## src/rtl/sig_readback_pkg.sv

```systemverilog
// Shared types and default sizing for the signature readback block.
package sig_readback_pkg;

  localparam int DEPTH_DEF = 100000;
  localparam int AW_DEF    = 17;

  typedef enum logic [2:0] {
    IDLE,
    ISSUE,
    WAIT,
    HOLD,
    DONE
  } state_t;

endpackage

```

## src/rtl/sig_rd_addr.sv

```systemverilog
// Readback address counter: clear, increment, and terminal-count flag at DEPTH-1.
module sig_rd_addr
  import sig_readback_pkg::*;
#(
  parameter int DEPTH = DEPTH_DEF,
  parameter int AW    = AW_DEF
) (
  input  logic          clk,
  input  logic          rst,
  input  logic          clear,
  input  logic          incr,
  output logic [AW-1:0] addr,
  output logic          last
);

  assign last = (addr == AW'(DEPTH - 1));

  // The last-address guard keeps the counter inside the RAM even if incr misfires.
  always_ff @(posedge clk) begin
    if (rst) begin
      addr <= '0;
    end else if (clear) begin
      addr <= '0;
    end else if (incr && !last) begin
      addr <= addr + AW'(1);
    end
  end

endmodule

```

## src/rtl/sig_readback.sv

```systemverilog
// Streams DEPTH signature bits from a 1-cycle-latency RAM to a ready/valid consumer.
// Optional SIG_READBACK_ONES_CNT_EN adds a count of transferred one bits.
//
// state | meaning
// IDLE  | waiting for start
// ISSUE | ram_rden asserted for the current address
// WAIT  | RAM data returning, captured into out_bit
// HOLD  | out_valid high until the consumer takes the bit
// DONE  | one-cycle done pulse, address rewinds to 0
module sig_readback
  import sig_readback_pkg::*;
#(
  parameter int DEPTH = DEPTH_DEF,
  parameter int AW    = AW_DEF
) (
  input  logic          clk,
  input  logic          rst,
  input  logic          start,
  input  logic          abort,
  output logic [AW-1:0] ram_addr,
  output logic          ram_rden,
  input  logic          ram_q,
  output logic          out_bit,
  output logic          out_valid,
  input  logic          out_ready,
  output logic          busy,
  output logic          done
`ifdef SIG_READBACK_ONES_CNT_EN
  ,
  output logic [AW-1:0] ones_cnt
`endif
);

  state_t state, state_nxt;
  logic   addr_clr;
  logic   addr_inc;
  logic   addr_last;
  logic   load_bit;

  sig_rd_addr #(
    .DEPTH(DEPTH),
    .AW   (AW)
  ) u_addr (
    .clk  (clk),
    .rst  (rst),
    .clear(addr_clr),
    .incr (addr_inc),
    .addr (ram_addr),
    .last (addr_last)
  );

  always_ff @(posedge clk) begin
    if (rst) begin
      state <= IDLE;
    end else begin
      state <= state_nxt;
    end
  end

  always_comb begin
    state_nxt = state;
    addr_clr  = 1'b0;
    addr_inc  = 1'b0;
    load_bit  = 1'b0;
    case (state)
      IDLE: begin
        if (start) begin
          state_nxt = ISSUE;
          addr_clr  = 1'b1;
        end
      end
      ISSUE: state_nxt = WAIT;
      WAIT: begin
        state_nxt = HOLD;
        load_bit  = 1'b1;
      end
      HOLD: begin
        if (out_ready) begin
          if (addr_last) begin
            state_nxt = DONE;
          end else begin
            state_nxt = ISSUE;
            addr_inc  = 1'b1;
          end
        end
      end
      DONE: begin
        state_nxt = IDLE;
        addr_clr  = 1'b1;
      end
      default: state_nxt = IDLE;
    endcase
    // Abort dominates every transition, including a start seen in IDLE.
    if (abort) begin
      state_nxt = IDLE;
      addr_clr  = 1'b1;
      addr_inc  = 1'b0;
      load_bit  = 1'b0;
    end
  end

  always_ff @(posedge clk) begin
    if (rst) begin
      out_bit <= 1'b0;
    end else if (load_bit) begin
      out_bit <= ram_q;
    end
  end

  assign ram_rden  = (state == ISSUE);
  assign out_valid = (state == HOLD);
  assign busy      = (state != IDLE);
  // An abort landing on the DONE cycle suppresses the pulse.
  assign done      = (state == DONE) && !abort;

`ifdef SIG_READBACK_ONES_CNT_EN
  logic xfer;
  assign xfer = (state == HOLD) && out_ready && !abort;

  always_ff @(posedge clk) begin
    if (rst) begin
      ones_cnt <= '0;
    end else if ((state == IDLE) && start && !abort) begin
      ones_cnt <= '0;
    end else if (xfer && out_bit) begin
      ones_cnt <= ones_cnt + AW'(1);
    end
  end
`else
  // Default build carries no ones counter.
`endif

endmodule

```

## config.mk

```make
export PLATFORM = sky130hd
export DESIGN_NAME = sig_readback
export DESIGN_NICKNAME = d
export VERILOG_FILES = /design/src/rtl/sig_readback_pkg.sv /design/src/rtl/sig_rd_addr.sv /design/src/rtl/sig_readback.sv
export SDC_FILE = /design/constraint.sdc
export NUM_CORES = 1
export LEC_CHECK = 0
export BUFFER_PORTS_ARGS = -buffer_cell sky130_fd_sc_hd__buf_4
export CAP_MARGIN = 10
export CORE_MARGIN = 8
export CORE_UTILIZATION = 50
export CTS_CLUSTER_DIAMETER = 40
export DETAILED_ROUTE_END_ITERATION = 8
export GPL_ROUTABILITY_DRIVEN = 0
export GPL_TIMING_DRIVEN = 0
export PLACE_DENSITY = 0.76
export SLEW_MARGIN = 15
export SYNTH_ARGS = -nofsm -noshare
export SYNTH_HDL_FRONTEND = slang
export SYNTH_SLANG_ARGS = --single-unit
```

## constraint.sdc

```tcl
create_clock -name clk -period 1.7 [get_ports clk]
set_input_delay 0.085 -clock clk [delete_from_list [all_inputs] [get_ports clk]]
set_output_delay 0.085 -clock clk [all_outputs]
set_load 0.05 [all_outputs]
```

# Word-level counts from Yosys, hierarchy flattened
# Index checks and enable logic that the tools add are counted.
# totals
ff_bits,21
inputBits,6
output_inout_bits,22
wordCells,33
# classes
addsub,1
eq_ne,7
n_mux,13
n_reduce_logical,9
# op_table
operator,count
adder 17 x 1 -> 17 bit (second input constant),1
equality test 17 bit (second input constant),1
case mux 3 bit (4 select lines),1
2-to-1 mux 3 bit,3
2-to-1 mux 1 bit,8
equality test 3 x 2 -> 1 bit (second input constant),2
OR reduction 2 bit,2
equality test 3 x 1 -> 1 bit (second input constant),1
equality test 3 bit (second input constant),1
logical NOT 3 bit,1
nonzero test 3 bit,1
logical AND 1 bit,2
logical NOT 1 bit,2
inequality test 2 x 1 -> 1 bit (second input constant),1
inequality test 2 bit (second input constant),1
case mux 1 bit (2 select lines),1
AND reduction 2 bit,1

# Depth between registers and ports, before layout
# logic_depth
depth_word,6
mapped_depth,7
ltp_nobuf,6

# Cells and area by module
# From an unflattened synthesis, not the netlist that was laid out.
# unflattened
cells_unflattened,134
area_unflattened_um2,1148.6
# modules_own_cells
module,n_inst,cells_each,area_per_inst_um2,seq_area_each_um2
sig_rd_addr,1,107,914.6,340.3
sig_readback,1,27,234.0,80.1

# Least setup slack after synthesis
# No wires, ideal clock.
# synth_timing
path_type,register -> output
startpoint,register state[0]
endpoint,output port done
arrival_ps,2100
t_required_ps,1615
setup_slack_ps,-485
path_stages_with_launch,3
n_path_buf,1
path_cell_list,dfxtp_1 -> buf_4 -> nor4b_1
# synth_via
elab_chain_cells,2
# synth_rtl
element,line,rtl
start: declaration,sig_readback.sv:34,"state_t state, state_nxt;"
start signal: assignment,sig_readback.sv:56,state <= state_nxt;
equality test 3 bit,sig_readback.sv:114,assign done = (state == DONE) && !abort;
logical AND 1 bit,sig_readback.sv:114,
end: declaration,sig_readback.sv:27,output logic done
# No other way between the ends.

# Worst setup path in the final report
# layout_timing
startpoint,register u_addr.addr[0]
endpoint,register u_addr.addr[11]
# layout_via
elab_chain_cells,6
word_cells_on_any_way,8
cone_classes,1 x add/sub; 1 x eq/ne; 4 x mux; 2 x reduce/logical
# layout_rtl
element,line,rtl
start: declaration,sig_rd_addr.sv:12,"output logic [AW-1:0] addr,"
start signal: assignment,sig_rd_addr.sv:25,addr <= addr + AW'(1);
equality test 17 bit,sig_rd_addr.sv:16,assign last = (addr == AW'(DEPTH - 1));
2-to-1 mux 1 bit,sig_readback.sv:79,if (addr_last) begin
2-to-1 mux 1 bit,sig_readback.sv:78,if (out_ready) begin
2-to-1 mux 1 bit,sig_readback.sv:65,case (state)
2-to-1 mux 1 bit,sig_readback.sv:94,if (abort) begin
logical AND 1 bit,sig_rd_addr.sv:24,end else if (incr && !last) begin
# Several ways; a longest one is shown, not always the timed one.
# A chain may end at the register's enable or synchronous reset.

==> flow_summary.html <==
<table>
<tr><th>Metric</th><th>Value</th></tr>
<tr><th colspan="2">CTS</th></tr>
<tr><td>Clock-pin slew on the worst setup and hold paths</td><td>110 ps</td></tr>
<tr><td>Number of buffers created by CTS</td><td>3</td></tr>
<tr><td>Longest Clk Path Bufs</td><td>2</td></tr>
<tr><td>Clock insertion delay at the later pin of the skew report</td><td>300 ps</td></tr>
<tr><td>Maximum level of the CTS H-tree</td><td>1</td></tr>
<tr><td>Clk Tree Root Cell</td><td>sky130_fd_sc_hd__clkbuf_4</td></tr>
<tr><td>TritonCTS clock tree</td><td>yes</td></tr>
<tr><td>Number of clock sinks seen by CTS</td><td>21</td></tr>
<tr><th colspan="2">Cells and area</th></tr>
<tr><td>Ratio of cells with drive above 1 in the final layout</td><td>0.3951</td></tr>
<tr><td>Synth-to-layout area growth</td><td>36.69%</td></tr>
<tr><td>Most common cell after layout, fill and taps aside</td><td>sky130_fd_sc_hd__buf_4</td></tr>
<tr><td>Count of fill cells added during filler insertion</td><td>157</td></tr>
<tr><td>Commonest cells after routing, fill and taps aside</td><td>32 x sky130_fd_sc_hd__buf_4, 23 x sky130_fd_sc_hd__nor2_1, 14 x sky130_fd_sc_hd__xor2_1</td></tr>
<tr><td>Number of antenna repair diodes</td><td>0</td></tr>
<tr><td>Area of all sequential standard cells</td><td>442.9 sq um</td></tr>
<tr><td>Final nets</td><td>170</td></tr>
<tr><td>Multi-input logic area</td><td>649.4 sq um</td></tr>
<tr><td>Final Non-Filler Cells</td><td>189</td></tr>
<tr><th colspan="2">Drt</th></tr>
<tr><td>Post-detailed-route wirelength per cell</td><td>13.98 um</td></tr>
<tr><td>Vias after detailed routing</td><td>1,013</td></tr>
<tr><td>Total wire length</td><td>2.643 mm</td></tr>
<tr><td>Avg Vias per Cell</td><td>5.360</td></tr>
<tr><td>Detailed router's first-iteration violation count</td><td>33</td></tr>
<tr><td>Iteration count of the initial detailed-routing pass</td><td>4</td></tr>
<tr><td>Remaining antenna violation count after routing</td><td>0</td></tr>
<tr><td>Number of remaining DRC errors</td><td>0</td></tr>
<tr><th colspan="2">Critical path</th></tr>
<tr><td>Highest fanout seen on the critical path</td><td>5</td></tr>
<tr><td>Critical path cell sequence</td><td>ha_4 -&gt; and4_1 -&gt; nand4_1 -&gt; buf_4 -&gt; nand2_2 -&gt; or3_4 -&gt; a21oi_2</td></tr>
<tr><td>Cell with the largest stage delay on the worst path</td><td>sky130_fd_sc_hd__dfxtp_4</td></tr>
<tr><td>Total number of cells along the worst setup path</td><td>7</td></tr>
<tr><td>Critical path start-end classification</td><td>reg2reg</td></tr>
<tr><td>Critical path startpoint category</td><td>register</td></tr>
<tr><td>Category of the worst setup path capture point</td><td>register</td></tr>
<tr><td>Data required time at the worst endpoint</td><td>1950 ps</td></tr>
<tr><td>Bufs and invs on worst path</td><td>1</td></tr>
<tr><td>Arr. time, crit path</td><td>1910 ps</td></tr>
<tr><td>Cell family contributing the most delay on the critical path</td><td>simple AND/OR/NAND/NOR gates</td></tr>
<tr><td>Largest stage delay on the critical path</td><td>380 ps</td></tr>
<tr><td>Cells on worst reg2reg path</td><td>7</td></tr>
<tr><th colspan="2">Logic synthesis</th></tr>
<tr><td>Number of standard cells after synthesis</td><td>125</td></tr>
<tr><td>Net count of the mapped netlist</td><td>132</td></tr>
<tr><td>Flip-flop and latch count after synthesis</td><td>21</td></tr>
<tr><td>Sequential area share after synthesis</td><td>0.3939</td></tr>
<tr><td>Distinct cell type count of the synthesized netlist</td><td>33</td></tr>
<tr><td>Number of warnings printed during yosys synthesis</td><td>0</td></tr>
<tr><td>Netlist Area Pre-Place</td><td>1067 sq um</td></tr>
<tr><td>Synth Area per Inst</td><td>8.538 sq um</td></tr>
<tr><th colspan="2">Floorplanning</th></tr>
<tr><td>Die width</td><td>62.20 um</td></tr>
<tr><td>Initial standard-cell utilization of the core</td><td>0.5385</td></tr>
<tr><td>Number of ports placed on the die boundary</td><td>28</td></tr>
<tr><td>Placement row count</td><td>16</td></tr>
<tr><td>Std-Cell Core Area</td><td>1982 sq um</td></tr>
<tr><td>Die area</td><td>3869 sq um</td></tr>
<tr><td>Vert. Die Dim</td><td>62.20 um</td></tr>
<tr><th colspan="2">Pwr</th></tr>
<tr><td>IR drop worst, VDD</td><td>0.0005413 V</td></tr>
<tr><td>Tot Pwr</td><td>793.1 uW</td></tr>
<tr><td>Clock share of power</td><td>0.305</td></tr>
<tr><td>NetSw</td><td>188.9 uW</td></tr>
<tr><td>Internal power</td><td>604.2 uW</td></tr>
<tr><td>Power per unit of standard cell area</td><td>543.6 nW/um^2</td></tr>
<tr><td>Switching Share</td><td>0.2382</td></tr>
<tr><td>Reported leakage power</td><td>0.0005476 uW</td></tr>
<tr><td>Combinational Power Share</td><td>0.076</td></tr>
<tr><td>Sequential fraction of design power</td><td>0.619</td></tr>
<tr><th colspan="2">STA</th></tr>
<tr><td>Least-Margin Pin Slew</td><td>488.1 ps</td></tr>
<tr><td>Final setup violating endpoints</td><td>0</td></tr>
<tr><td>Post-route worst hold slack</td><td>6.390 ps</td></tr>
<tr><td>Smallest setup slack after layout</td><td>40.92 ps</td></tr>
<tr><td>Peak clock frequency supported by timing</td><td>602.7 MHz</td></tr>
<tr><td>Worst clock skew</td><td>1.888 ps</td></tr>
<tr><td>Final-report max-slew violation count</td><td>0</td></tr>
<tr><td>Final Critical Period</td><td>1659 ps</td></tr>
<tr><td>Number of endpoints with negative hold slack in the final report</td><td>0</td></tr>
<tr><td>Post-route fraction of the period consumed by the critical path</td><td>0.9759</td></tr>
<tr><td>Rel. slew slack</td><td>0.6716</td></tr>
<tr><th colspan="2">Global route</th></tr>
<tr><td>GRT Util Overall</td><td>0.1263</td></tr>
<tr><td>Overflow left after global routing</td><td>0</td></tr>
<tr><td>Largest net degree at the start of global routing</td><td>12</td></tr>
<tr><td>Vias in the first global route</td><td>934</td></tr>
<tr><td>Antenna violations before repair</td><td>0</td></tr>
<tr><td>First-pass GRT wire length</td><td>4.153 mm</td></tr>
<tr><th colspan="2">Flow run</th></tr>
<tr><td>MaxCap Viol Count</td><td>0</td></tr>
<tr><th colspan="2">Place</th></tr>
<tr><td>DP Cell Count</td><td>178</td></tr>
<tr><td>Dpl hpwl</td><td>1.850 mm</td></tr>
<tr><td>Pre-CTS setup slack</td><td>-48.91 ps</td></tr>
<tr><td>Port Buffers</td><td>26</td></tr>
<tr><th colspan="2">Status</th></tr>
<tr><td>Status</td><td>finished clean</td></tr>
<tr><th colspan="2">Min path</th></tr>
<tr><td>Hold Path Stages</td><td>3</td></tr>
<tr><td>HP Class</td><td>in2reg</td></tr>
</table>
[path summary, 6_finish.rpt]
path,from,slack [ps],end
setup / recovery,u_addr.addr[0]$_SDFFE_PP0P_,40,u_addr.addr[11]$_SDFFE_PP0P_
hold / removal,ram_q,6,out_bit$_SDFFE_PP0P_
setup reg to reg,u_addr.addr[0]$_SDFFE_PP0P_,40,u_addr.addr[11]$_SDFFE_PP0P_
hold reg to reg,out_bit$_SDFFE_PP0P_,520,out_bit$_SDFFE_PP0P_
[synth_stat cells (all sizes together)]
| library cell | count | share of area |
|---|---|---|
| nor4b | 3 | 0.025 |
| xor2 | 14 | 0.11 |
| mux2i | 1 | 0.0094 |
| buf | 3 | 0.022 |
| nand4 | 9 | 0.059 |
| and2 | 1 | 0.0059 |
| o21ai | 2 | 0.0094 |
| or3 | 2 | 0.012 |
| a21oi | 3 | 0.014 |
| inv | 4 | 0.014 |
| and3 | 1 | 0.0059 |
| o31ai | 1 | 0.012 |
| nand2b | 2 | 0.019 |
| nor3 | 7 | 0.038 |
| nand2 | 6 | 0.026 |
| nor3b | 1 | 0.0070 |
| and4 | 1 | 0.0082 |
| xnor2 | 1 | 0.0082 |
| clkbuf | 2 | 0.0070 |
| nor4 | 3 | 0.032 |
| nor2 | 23 | 0.081 |
| and4b | 1 | 0.0094 |
| ha | 1 | 0.012 |
| dfxtp | 21 | 0.39 |
| a31oi | 1 | 0.0059 |
| nand3 | 11 | 0.052 |
[power groups by stage]
stage	registers, uW	logic, uW	clock network, uW
after floorplan	503	34.3	0
after global placement	502	52.8	0
after detailed placement	502	53.1	0
after CTS	491	59.0	252
after global routing	491	64.3	279
final	491	60.3	242
[layer usage]
layer  vias up  routed length, um  track usage  part of all wire
met5         -                  0            0                 0
met4         0                 76      0.04665             0.029
met3         6                146      0.03763             0.055
met2        28               1258       0.2057              0.48
met1       469               1161       0.1518              0.44
li1        510                  -            -                 -
[cells by family (layout without fill, tap and decap cells)]
family,Yosys count,after routing,synth area share
XOR/XNOR,15,15,0.1231
adder cells (fa/ha/maj),1,1,0.01172
buffers and inverters,9,46,0.04337
AO/OA/AOI/OAI,7,7,0.04103
flip-flops,21,21,0.3939
multiplexers,1,1,0.009379
AND/OR/NAND/NOR,71,71,0.3775
[state kept, by name (all words and copies together), names as in the netlist]
register,count
out_bit,1
state,3
u_addr.addr,17
[worst min-delay path, stage by stage]
cell,delay [ps]
sky130_fd_sc_hd__buf_4,70
sky130_fd_sc_hd__mux2i_1,50
sky130_fd_sc_hd__nor2_1,70
[final cells by class]
cell class | count | area share
Buffer | 5 | 0.02659
Sequential cell | 21 | 0.3036
Tap cell | 27 | 0.02316
Inverter | 4 | 0.01029
Clock buffer | 4 | 0.01801
Timing Repair Buffer | 33 | 0.1732
Multi-Input combinational cell | 95 | 0.4451
[through the flow]
step	setup TNS (ps)	instance area, sq um	utilization
2_1_floorplan	0	1095	-
3_3_place_gp	-379.6	1324	0.6679
3_5_place_dp	-344.9	1324	0.6679
4_1_cts	0	1396	0.7045
5_1_grt	-383.6	1459	0.7361
6_report	0	1459	0.7361
[what timing repair did]
item / 4_1_cts / 5_1_grt
hold buffers: 2 / 0
buffers inserted: 2 / 3
setup endpoints to repair: 14 / 14
resized for setup: 2 / 10
hold endpoints to repair: 2 / 0
pin swaps: 1 / 5
Power figures use the tool's default switching activity.
